`src/rtl/c_74lvc161_pkg.sv`:
```
// Shared constants and helpers for the c_74lvc161 presettable counter.
package c_74lvc161_pkg;

  localparam int DEFAULT_WIDTH = 4;

  // What a single counter stage does at the next rising clock edge
  typedef enum logic [1:0] {
    STAGE_HOLD   = 2'd0,
    STAGE_TOGGLE = 2'd1,
    STAGE_LOAD   = 2'd2
  } stage_op_t;

  // Loading beats counting; a stage toggles only when every lower stage
  // is at one and the counter is enabled (carry-in high).
  function automatic stage_op_t stage_op(input logic load, input logic cin);
    stage_op_t op;
    op = STAGE_HOLD;
    if (load) begin
      op = STAGE_LOAD;
    end else if (cin) begin
      op = STAGE_TOGGLE;
    end
    return op;
  endfunction

endpackage

```
`src/rtl/c_74lvc161_bit.sv`:
```
// One toggle/load flip-flop stage of the synchronous binary counter.
module c_74lvc161_bit
  import c_74lvc161_pkg::*;
(
  input  logic CP,
  input  logic CR,
  input  logic load,
  input  logic d,
  input  logic cin,
  output logic q,
  output logic cout
);

  stage_op_t op;

  // Decide this edge's action from the load request and the carry-in
  always_comb begin
    op = STAGE_HOLD;
    op = stage_op(load, cin);
  end

  // Stage flip-flop, cleared immediately whenever CR is low
  always_ff @(posedge CP or negedge CR) begin
    if (!CR) begin
      q <= 1'b0;
    end else begin
      case (op)
        STAGE_LOAD:   q <= d;
        STAGE_TOGGLE: q <= ~q;
        default:      q <= q;
      endcase
    end
  end

  // Ripple the count-enable up to the next stage
  always_comb begin
    cout = q & cin;
  end

endmodule

```
`src/rtl/c_74lvc161.sv`:
```
// Synchronous presettable binary counter with asynchronous master reset,
// functionally equivalent to the 74LVC161 and cascadable through TC/CET.
module c_74lvc161
  import c_74lvc161_pkg::*;
#(
  parameter int WIDTH = DEFAULT_WIDTH
) (
  input  logic             CP,
  input  logic             CR,
  input  logic             PE,
  input  logic             CEP,
  input  logic             CET,
  input  logic [WIDTH-1:0] D,
  output logic [WIDTH-1:0] Q,
  output logic             TC
);

  logic [WIDTH:0] carry;
  logic           load;

  // Stage-0 carry-in is the combined enable; PE is active-low
  always_comb begin
    carry[0] = CEP & CET;
    load     = ~PE;
  end

  genvar i;
  generate
    for (i = 0; i < WIDTH; i++) begin : g_stage
      c_74lvc161_bit u_bit (
        .CP   (CP),
        .CR   (CR),
        .load (load),
        .d    (D[i]),
        .cin  (carry[i]),
        .q    (Q[i]),
        .cout (carry[i+1])
      );
    end
  endgenerate

  // Terminal count depends only on CET and the all-ones state, never on CEP
  always_comb begin
    TC = CET & (&Q);
  end

endmodule

```
`config.mk`:
```
export PLATFORM = sky130hd
export DESIGN_NAME = c_74lvc161
export DESIGN_NICKNAME = d
export VERILOG_FILES = /design/src/rtl/c_74lvc161_pkg.sv /design/src/rtl/c_74lvc161_bit.sv /design/src/rtl/c_74lvc161.sv
export SDC_FILE = /design/constraint.sdc
export NUM_CORES = 1
export LEC_CHECK = 0
export BUFFER_PORTS_ARGS = -buffer_cell sky130_fd_sc_hd__buf_2
export CORE_AREA = 5 5 42 44
export DETAILED_ROUTE_END_ITERATION = 8
export DIE_AREA = 0 0 47 49
export PLACE_DENSITY = 0.42
export SETUP_SLACK_MARGIN = 0.4
export SYNTH_ARGS = -nofsm -noshare
export SYNTH_HDL_FRONTEND = slang
export SYNTH_SLANG_ARGS = --single-unit
export TNS_END_PERCENT = 5
```
`constraint.sdc`:
```
create_clock -name CP -period 1.42 [get_ports CP]
set_clock_uncertainty 0.2 [all_clocks]
set_input_delay 0.284 -clock CP [delete_from_list [all_inputs] [get_ports CP]]
set_output_delay 0.284 -clock CP [all_outputs]
set_load 0.01 [all_outputs]
```
Word-level counts from Yosys, hierarchy flattened
Cells that the tools add are included.
{"block": "word_totals", "regBits": 4, "ram_bits": 0, "n_memories": 0, "latchBits": 0, "input_bits": 9, "word_cells": 38, "out_inout_bits": 5, "rom_bits": 0}
{"block": "classes", "n_lt_le_gt_ge": 0, "multipliers": 0, "n_reduce_logical": 5, "add_sub_neg": 0, "n_bitwise": 9, "shifts": 0, "div_mod_pow": 0, "muxes": 12, "n_eq_ne": 8}
{"op": "== test 2 x 1 -> 1 bit (second input constant)", "count": 4}
{"op": "== test 2 bit (second input constant)", "count": 4}
{"op": "two-way mux 2 bit", "count": 4}
{"op": "one-hot mux 1 bit (2 select lines)", "count": 4}
{"op": "nonzero test 2 bit", "count": 4}
{"op": "AND 1 bit", "count": 5}
{"op": "two-way mux 1 bit", "count": 4}
{"op": "NOT 1 bit", "count": 4}
{"op": "AND reduction 4 bit", "count": 1}

Logic depth before layout (Yosys ltp)
Gate-level depths: netlist (run 1).
{"block": "logic_depth", "ltp_word": 8, "depth_mapped": 3, "ltp_nobuf": 3}

By module
From an unflattened synthesis (run 1), not the netlist that was laid out.
{"block": "hier_totals", "cells_unflattened": 25, "hier_area_um2": 224.0}
{"mod": "c_74lvc161_bit", "area_per_inst_um2": 50.0, "n_inst": 4, "cells_each": 5, "seq_area_each_um2": 25.0}
{"mod": "c_74lvc161", "area_per_inst_um2": 23.8, "n_inst": 1, "cells_each": 5, "seq_area_each_um2": 0.0}

Worst setup path after synthesis (run 1)
Ideal clock, no wire load.
{"block": "synth_path", "kind": "flip-flop to flip-flop", "start": "register g_stage[0].u_bit.q", "end": "register g_stage[3].u_bit.q", "path_slack_ps": 202, "path_buffers": 0, "stages_incl_launch_ff": 4, "t_required_ps": 1138, "synth_period_minus_slack_ps": 1218, "setup_ps": 82, "arrival_ps": 936, "cell_sequence": "dfrtp_1 -> nand3_2 -> or3_1 -> a31oi_1"}
{"block": "synth_between", "elab_chain_cells": 7, "elab_cells_between_ends": 9, "cone_classes": "eq/ne (2); mux (3); bitwise (3); reduce/logical (1)"}
{"element": "start, declared", "line": "c_74lvc161_bit.sv:10", "text": "output logic q,"}
{"element": "start signal, assigned", "line": "c_74lvc161_bit.sv:29", "text": "STAGE_TOGGLE: q <= ~q;"}
{"element": "start signal, assigned", "line": "c_74lvc161_bit.sv:30", "text": "default: q <= q;"}
{"element": "AND 1 bit * (3 in series)", "line": "c_74lvc161_bit.sv:37", "text": "cout = q & cin;"}
{"element": "two-way mux 1 bit *", "line": "c_74lvc161_pkg.sv:20", "text": "end else if (cin) begin"}
{"element": "two-way mux 2 bit *", "line": "c_74lvc161_pkg.sv:18", "text": "if (load) begin"}
{"element": "== test 2 x 1 -> 1 bit or == test 2 bit (tied branches)", "line": "c_74lvc161_bit.sv:27", "text": "case (op)"}
{"element": "one-hot mux 1 bit (2 select lines) or nonzero test 2 bit (tied branches)"}
{"element": "end signal, assigned", "line": "c_74lvc161_bit.sv:29"}
{"element": "end signal, assigned", "line": "c_74lvc161_bit.sv:30"}
{"element": "end, declared", "line": "c_74lvc161_bit.sv:10"}
Mark *: on every way between the ends. The rest lies on a longest branch, timed or not.
A chain may end at the register's enable or synchronous reset.

Worst setup path after layout (run 1)
{"block": "layout_path", "start": "register g_stage[1].u_bit.q", "end": "output TC"}
{"block": "layout_between", "elab_chain_cells": 2}
{"element": "start, declared", "line": "c_74lvc161_bit.sv:10"}
{"element": "start signal, assigned", "line": "c_74lvc161_bit.sv:29"}
{"element": "start signal, assigned", "line": "c_74lvc161_bit.sv:30"}
{"element": "AND reduction 4 bit", "line": "c_74lvc161.sv:44", "text": "TC = CET & (&Q);"}
{"element": "AND 1 bit", "line": "c_74lvc161.sv:44"}
{"element": "end, declared", "line": "c_74lvc161.sv:15", "text": "output logic TC"}
No other way between the ends.

==> impl_metrics.toml, run 1 <==
[synth]
yosysUniqueCellTypes = 13
yosysWarningCount = 0
synth_top_area_share_pct = 41.7
avgSynthCellArea_um2 = 8.58
synth_area_leaders = "dfrtp_1, buf_4, xor2_1"
seq_area_frac_synth_pct = 41.7
synth_cells = 28
synth_top_cell_by_area = "dfrtp_1"
synth_nets = 37
ys_ff_latch = 4
synth_area_um2 = 240

[timing]
fmax_mhz = 704
setup_slack_ns = -0.000305
period_minus_slack_ns = 1.42
final.setup.tns_ns = -0.000305
relSlewSlack_pct = 90.5
timing.hold.ws_ns = 0.0934
worstMarginPinSlew_ns = 0.141
slew_violations = 0
hold_viol = 0
finalCritPeriodShare_pct = 100
final-setup-viol-count = 1
rsz0062_at_grt = "yes"

[detailed_routing]
drtIter0Drc = 2
wirelength_um = 664
vias = 232
viasPerCell = 3.87
first_pass_iters = 2
drc = 0
post_drt_wl_per_cell_um = 11.1
postRouteAntennaNets = 0

[cells_and_area]
largest_register_ffs = 4
final_nets = 55
reg.largest.list = "g_stage.u_bit.q x4"
syn2layout_area_growth_pct = 56.3
antenna_cells = 0
nFillCells = 168
multi_input_area_um2 = 116
fin_cells = 60
regMostFlops = "g_stage.u_bit.q"
drive_gt1_share_pct = 52.3
regArea_um2 = 101

[pwr]
power_uw = 396
power_density_nw_per_um2 = 1060
power_frac_seq_pct = 36.0
ir_drop_uv = 267
p_leak_uw = 0.000172
pwr-share-clk_pct = 35.7
p_sw_share_pct = 28.4
p_comb_share_pct = 28.3
p_int_uw = 284
switching_power_uw = 112

[critical_path]
crit_path_start = "g_stage[1].u_bit.q$_DFFE_PN0P_"
worstSetupPathType = "reg2out"
reg2reg_from = "g_stage[0].u_bit.q$_DFFE_PN0P_"
cp-start-kind = "flop"
crit_path_end_kind = "output port"
cp_max_fo = 3
crit_arrival_ns = 0.94
crit_required_ns = 0.94

[run]
drv_cap = 0

[floorplan]
start_util_pct = 17.1
die_w_um = 47
die_height_um = 49
ios = 14
coreArea_um2 = 1400
row_count = 14
die_area_um2 = 2300

[place]
post-place-ws_ns = 0.131
port_buffers = 13
gp_congestion = 0.690
dp.cells = 52
dpl.hpwl_um = 461

[cts]
cts_tree = "yes"
clockBufferDepth = 2
cts.sinks = 4
cts_buffers = 3
cts-root-buf = "clkbuf_4"
clk_latency_ns = 0.23
htree_levels = 1
clkTransAtPathRegs_ns = 0.04

[grt]
grt_pass1_wl_um = 1010
grt_max_degree = 9
grt_usage_pct = 6.29
grt_pass1_vias = 260
antenna_found_initial = 0
grt_overflow_total = 0

[worst_hold_path]
hp-start = "D[0]"
hold_path.class = "in2reg"

[run_status]
status = "finished, violations left"
failed_checks = "negative setup slack"
## cells in the mapped netlist
library cell	instances
nor2_1	5
buf_4	4
dfrtp_1	4
a21oi_1	3
xor2_1	3
nand2_1	2
a31oi_1	1
buf_1	1
nand3_1	1
nand3_2	1
nand4_1	1
o21ai_0	1
or3_1	1
## area by class of cell
| type | instances | share of cell area (%) |
|---|---|---|
| Multi-Input combinational cell | 19 | 31.0 |
| Timing Repair Buffer | 18 | 30.7 |
| Sequential cell | 4 | 27.0 |
| Clock buffer | 3 | 6.00 |
| Tap cell | 16 | 5.33 |
## path summary, 6_finish.rpt
path                                                  end  slack [ns]  cells past startpoint
max                                                    TC     -0.0003                      3
min                        g_stage[0].u_bit.q$_DFFE_PN0P_        0.09                      3
max reg2reg                g_stage[3].u_bit.q$_DFFE_PN0P_        0.09                      4
min reg2reg                g_stage[3].u_bit.q$_DFFE_PN0P_        0.39                      2
max in group asynchronous  g_stage[0].u_bit.q$_DFFE_PN0P_        0.69                      2
min in group asynchronous  g_stage[2].u_bit.q$_DFFE_PN0P_        0.20                      2
## layout by cell type, fill, tap and decap left out, drive strengths merged, types with 2 or more instances in the layout
cell type  count
nand3          2
clkbuf         3
dfrtp          4
a21oi          3
buf           17
xor2           3
nor2           5
nand2          2
## power groups by stage
stage	clock [µW]	sequential, µW	combinational, µW
finish	141	143	112
global route	158	146	124
global placement	0	144	74.5
CTS	151	140	100
detailed placement	0	145	73.4
floorplan	0	142	58.1
## metrics by stage
stage / util [%] / area (µm²)
global route: 26.8 / 375
detailed placement: 20.8 / 292
finish: 26.8 / 375
global placement: 20.8 / 292
CTS: 25.4 / 355
floorplan: - / 240
## cell families after synthesis
kind of cell,synth area share [%]
and+or+nand+nor,22.4
buffers and inverters,14.1
AOI/OAI and AO/OA,10.9
DFF,41.7
xor gates and xnor gates,10.9
## timing repair
| item | in CTS | in global routing |
|---|---|---|
| buffers inserted | 4 | 0 |
| pin swaps | 1 | 6 |
| endpoints found under the setup margin | 9 | 9 |
| hold buffers | 1 | 0 |
| hold endpoints to repair | 4 | 0 |
| resized for setup | 1 | 4 |
## layer usage
layer	vias up	global-route usage (%)	part of all wire, %
met5	-	0	0
met1	100	6.43	34
met4	0	4.15	0
li1	125	-	-
met3	0	2.58	9.0
met2	7	9.95	56
## critical path: stages (launching register included)
cell and delay (ns):
dfrtp_1 0.39, nand2_2 0.08, nor2_1 0.10, buf_2 0.13
Note: power is estimated with default switching activity, not from simulation.
==> run 2, diff against run 1 <==
--- a/config.mk
+++ b/config.mk
@@ -11,6 +11,7 @@
 export DIE_AREA = 0 0 47 49
 export PLACE_DENSITY = 0.42
 export SETUP_SLACK_MARGIN = 0.4
+export SKIP_LAST_GASP = 1
 export SYNTH_ARGS = -nofsm -noshare
 export SYNTH_HDL_FRONTEND = slang
 export SYNTH_SLANG_ARGS = --single-unit
==> impl_metrics.toml, run 2 (same netlist as run 1, synthesis figures left out) <==
[pwr]
switching_power_uw = 108
power_density_nw_per_um2 = 1080
power_frac_seq_pct = 37.0
p_sw_share_pct = 28.0
pwr-share-clk_pct = 36.6
p_leak_uw = 0.000168
ir_drop_uv = 255
p_int_uw = 277
p_comb_share_pct = 26.4

[critical_path]
reg2reg_from = "g_stage[1].u_bit.q$_DFFE_PN0P_"
rr_endpoint = "g_stage[3].u_bit.q$_DFFE_PN0P_"
crit_required_ns = 0.94
worstSetupPathType = "reg2out"
cp_slowest_cell = "dfrtp_1"
crit_path_start = "g_stage[1].u_bit.q$_DFFE_PN0P_"
reg2reg_setup_slack_ns = 0.04
crit_path_end_kind = "output port"
crit_arrival_ns = 0.93
slowest_delay_ns = 0.39
cp_max_fo = 3
worstPathCellList = "nand2_2, nor2_1, buf_2"
cp-endpoint = "TC"
ff2ff_path_depth = 4
cp-start-kind = "flop"

[timing]
setup_slack_ns = 0.00654
timing.hold.ws_ns = 0.0933
fmax_mhz = 707
rsz0062_at_grt = "yes"
slew_violations = 0
finalCritPeriodShare_pct = 99.5
relSlewSlack_pct = 90.5
period_minus_slack_ns = 1.41
worstMarginPinSlew_ns = 0.141
final-setup-viol-count = 0
hold_viol = 0

[run]
drv_cap = 0

[cts]
cts_buffers = 3
cts.sinks = 4
clk_latency_ns = 0.23
htree_levels = 1
clockBufferDepth = 2
cts_tree = "yes"
clkTransAtPathRegs_ns = 0.04
cts-root-buf = "clkbuf_4"

[cells_and_area]
reg.largest.list = "g_stage.u_bit.q x4"
antenna_cells = 0
layout_common_cells = "buf_2, nor2_1, buf_4"
final_nets = 55
drive_gt1_share_pct = 52.3
regMostFlops = "g_stage.u_bit.q"
largest_register_ffs = 4
final_cell_area_um2 = 358
final_common_cell = "buf_2"
finish.utilization_pct = 25.5
syn2layout_area_growth_pct = 49.0

[detailed_routing]
post_drt_wl_per_cell_um = 10.8
drtIter0Drc = 2
wirelength_um = 646
viasPerCell = 3.82
drc = 0
first_pass_iters = 2
vias = 229
postRouteAntennaNets = 0

[floorplan]
die_w_um = 47
start_util_pct = 17.1
ios = 14
die_height_um = 49
coreArea_um2 = 1400
die_area_um2 = 2300
row_count = 14

[grt]
grt_max_degree = 9
gr-usage-met2_pct = 9.95
grt_usage_pct = 6.29
grt_pass1_vias = 260
met1_usage_pct = 6.43
antenna_found_initial = 0
grt_pass1_wl_um = 1010
gr-max-usage-layer = "met2"
grt_overflow_total = 0
grtUsageMet3_pct = 2.58

[place]
place_area_um2 = 292
port_buffers = 13
gp_congestion = 0.690
post-place-ws_ns = 0.131
dpl.hpwl_um = 461

[worst_hold_path]
hold_path.class = "in2reg"

[run_status]
status = "finished clean"
## run 2: worst min path at each step
stage                                                end  cells after the start  slack (ns)  from
after floorplan           g_stage[0].u_bit.q$_DFFE_PN0P_                      0       -0.21    CR
after global placement    g_stage[1].u_bit.q$_DFFE_PN0P_                      1        -0.1    CR
after detailed placement  g_stage[2].u_bit.q$_DFFE_PN0P_                      1       -0.10    CR
after CTS                 g_stage[0].u_bit.q$_DFFE_PN0P_                      3        0.09  D[0]
after global routing      g_stage[0].u_bit.q$_DFFE_PN0P_                      3        0.10  D[0]
final                     g_stage[0].u_bit.q$_DFFE_PN0P_                      3        0.09  D[0]
## run 2: layout make-up
class                   instances  area [µm²]
multi-input cells              19         109
well taps                      16        20.0
flip-flops and latches          4         101
clock buffers                   3        22.5
fillers                       173        1040
repair buffers                 18         105
## run 2: timing repair
action / in CTS / in global routing
setup buffers: 4 / 0
endpoints found under the setup margin: 9 / 9
hold endpoints to repair: 4 / 0
hold buffers: 1 / 0
gates resized for setup: 1 / 1
pin swaps: 1 / 0
## run 2: power groups by stage
stage / clock network [µW] / logic (µW) / registers, µW
2_1_floorplan: 0 / 58.1 / 142
3_3_place_gp: 0 / 74.5 / 144
3_5_place_dp: 0 / 73.4 / 145
4_1_cts: 151 / 100 / 140
5_1_grt: 158 / 113 / 146
6_report: 141 / 102 / 142
## run 2: through the flow
step	TNS (ns)	power (µW)	instances
floorplan	0	200	28
global placement	0	219	52
detailed placement	0	218	52
CTS	0	391	60
global route	-0.132	417	60
finish	0	385	60
## run 2: metal layers
layer	routed length (µm)	up-vias
met3	60	0
met5	0	-
met2	357	7
met4	0	0
li1	-	125
met1	228	97
## run 2: worst max-delay path, delay by kind of cell (launching register included)
kind | cells | cell delay [ns]
buffers and inverters | 1 | 0.13
flip-flops | 1 | 0.39
AND/OR/NAND/NOR | 2 | 0.17
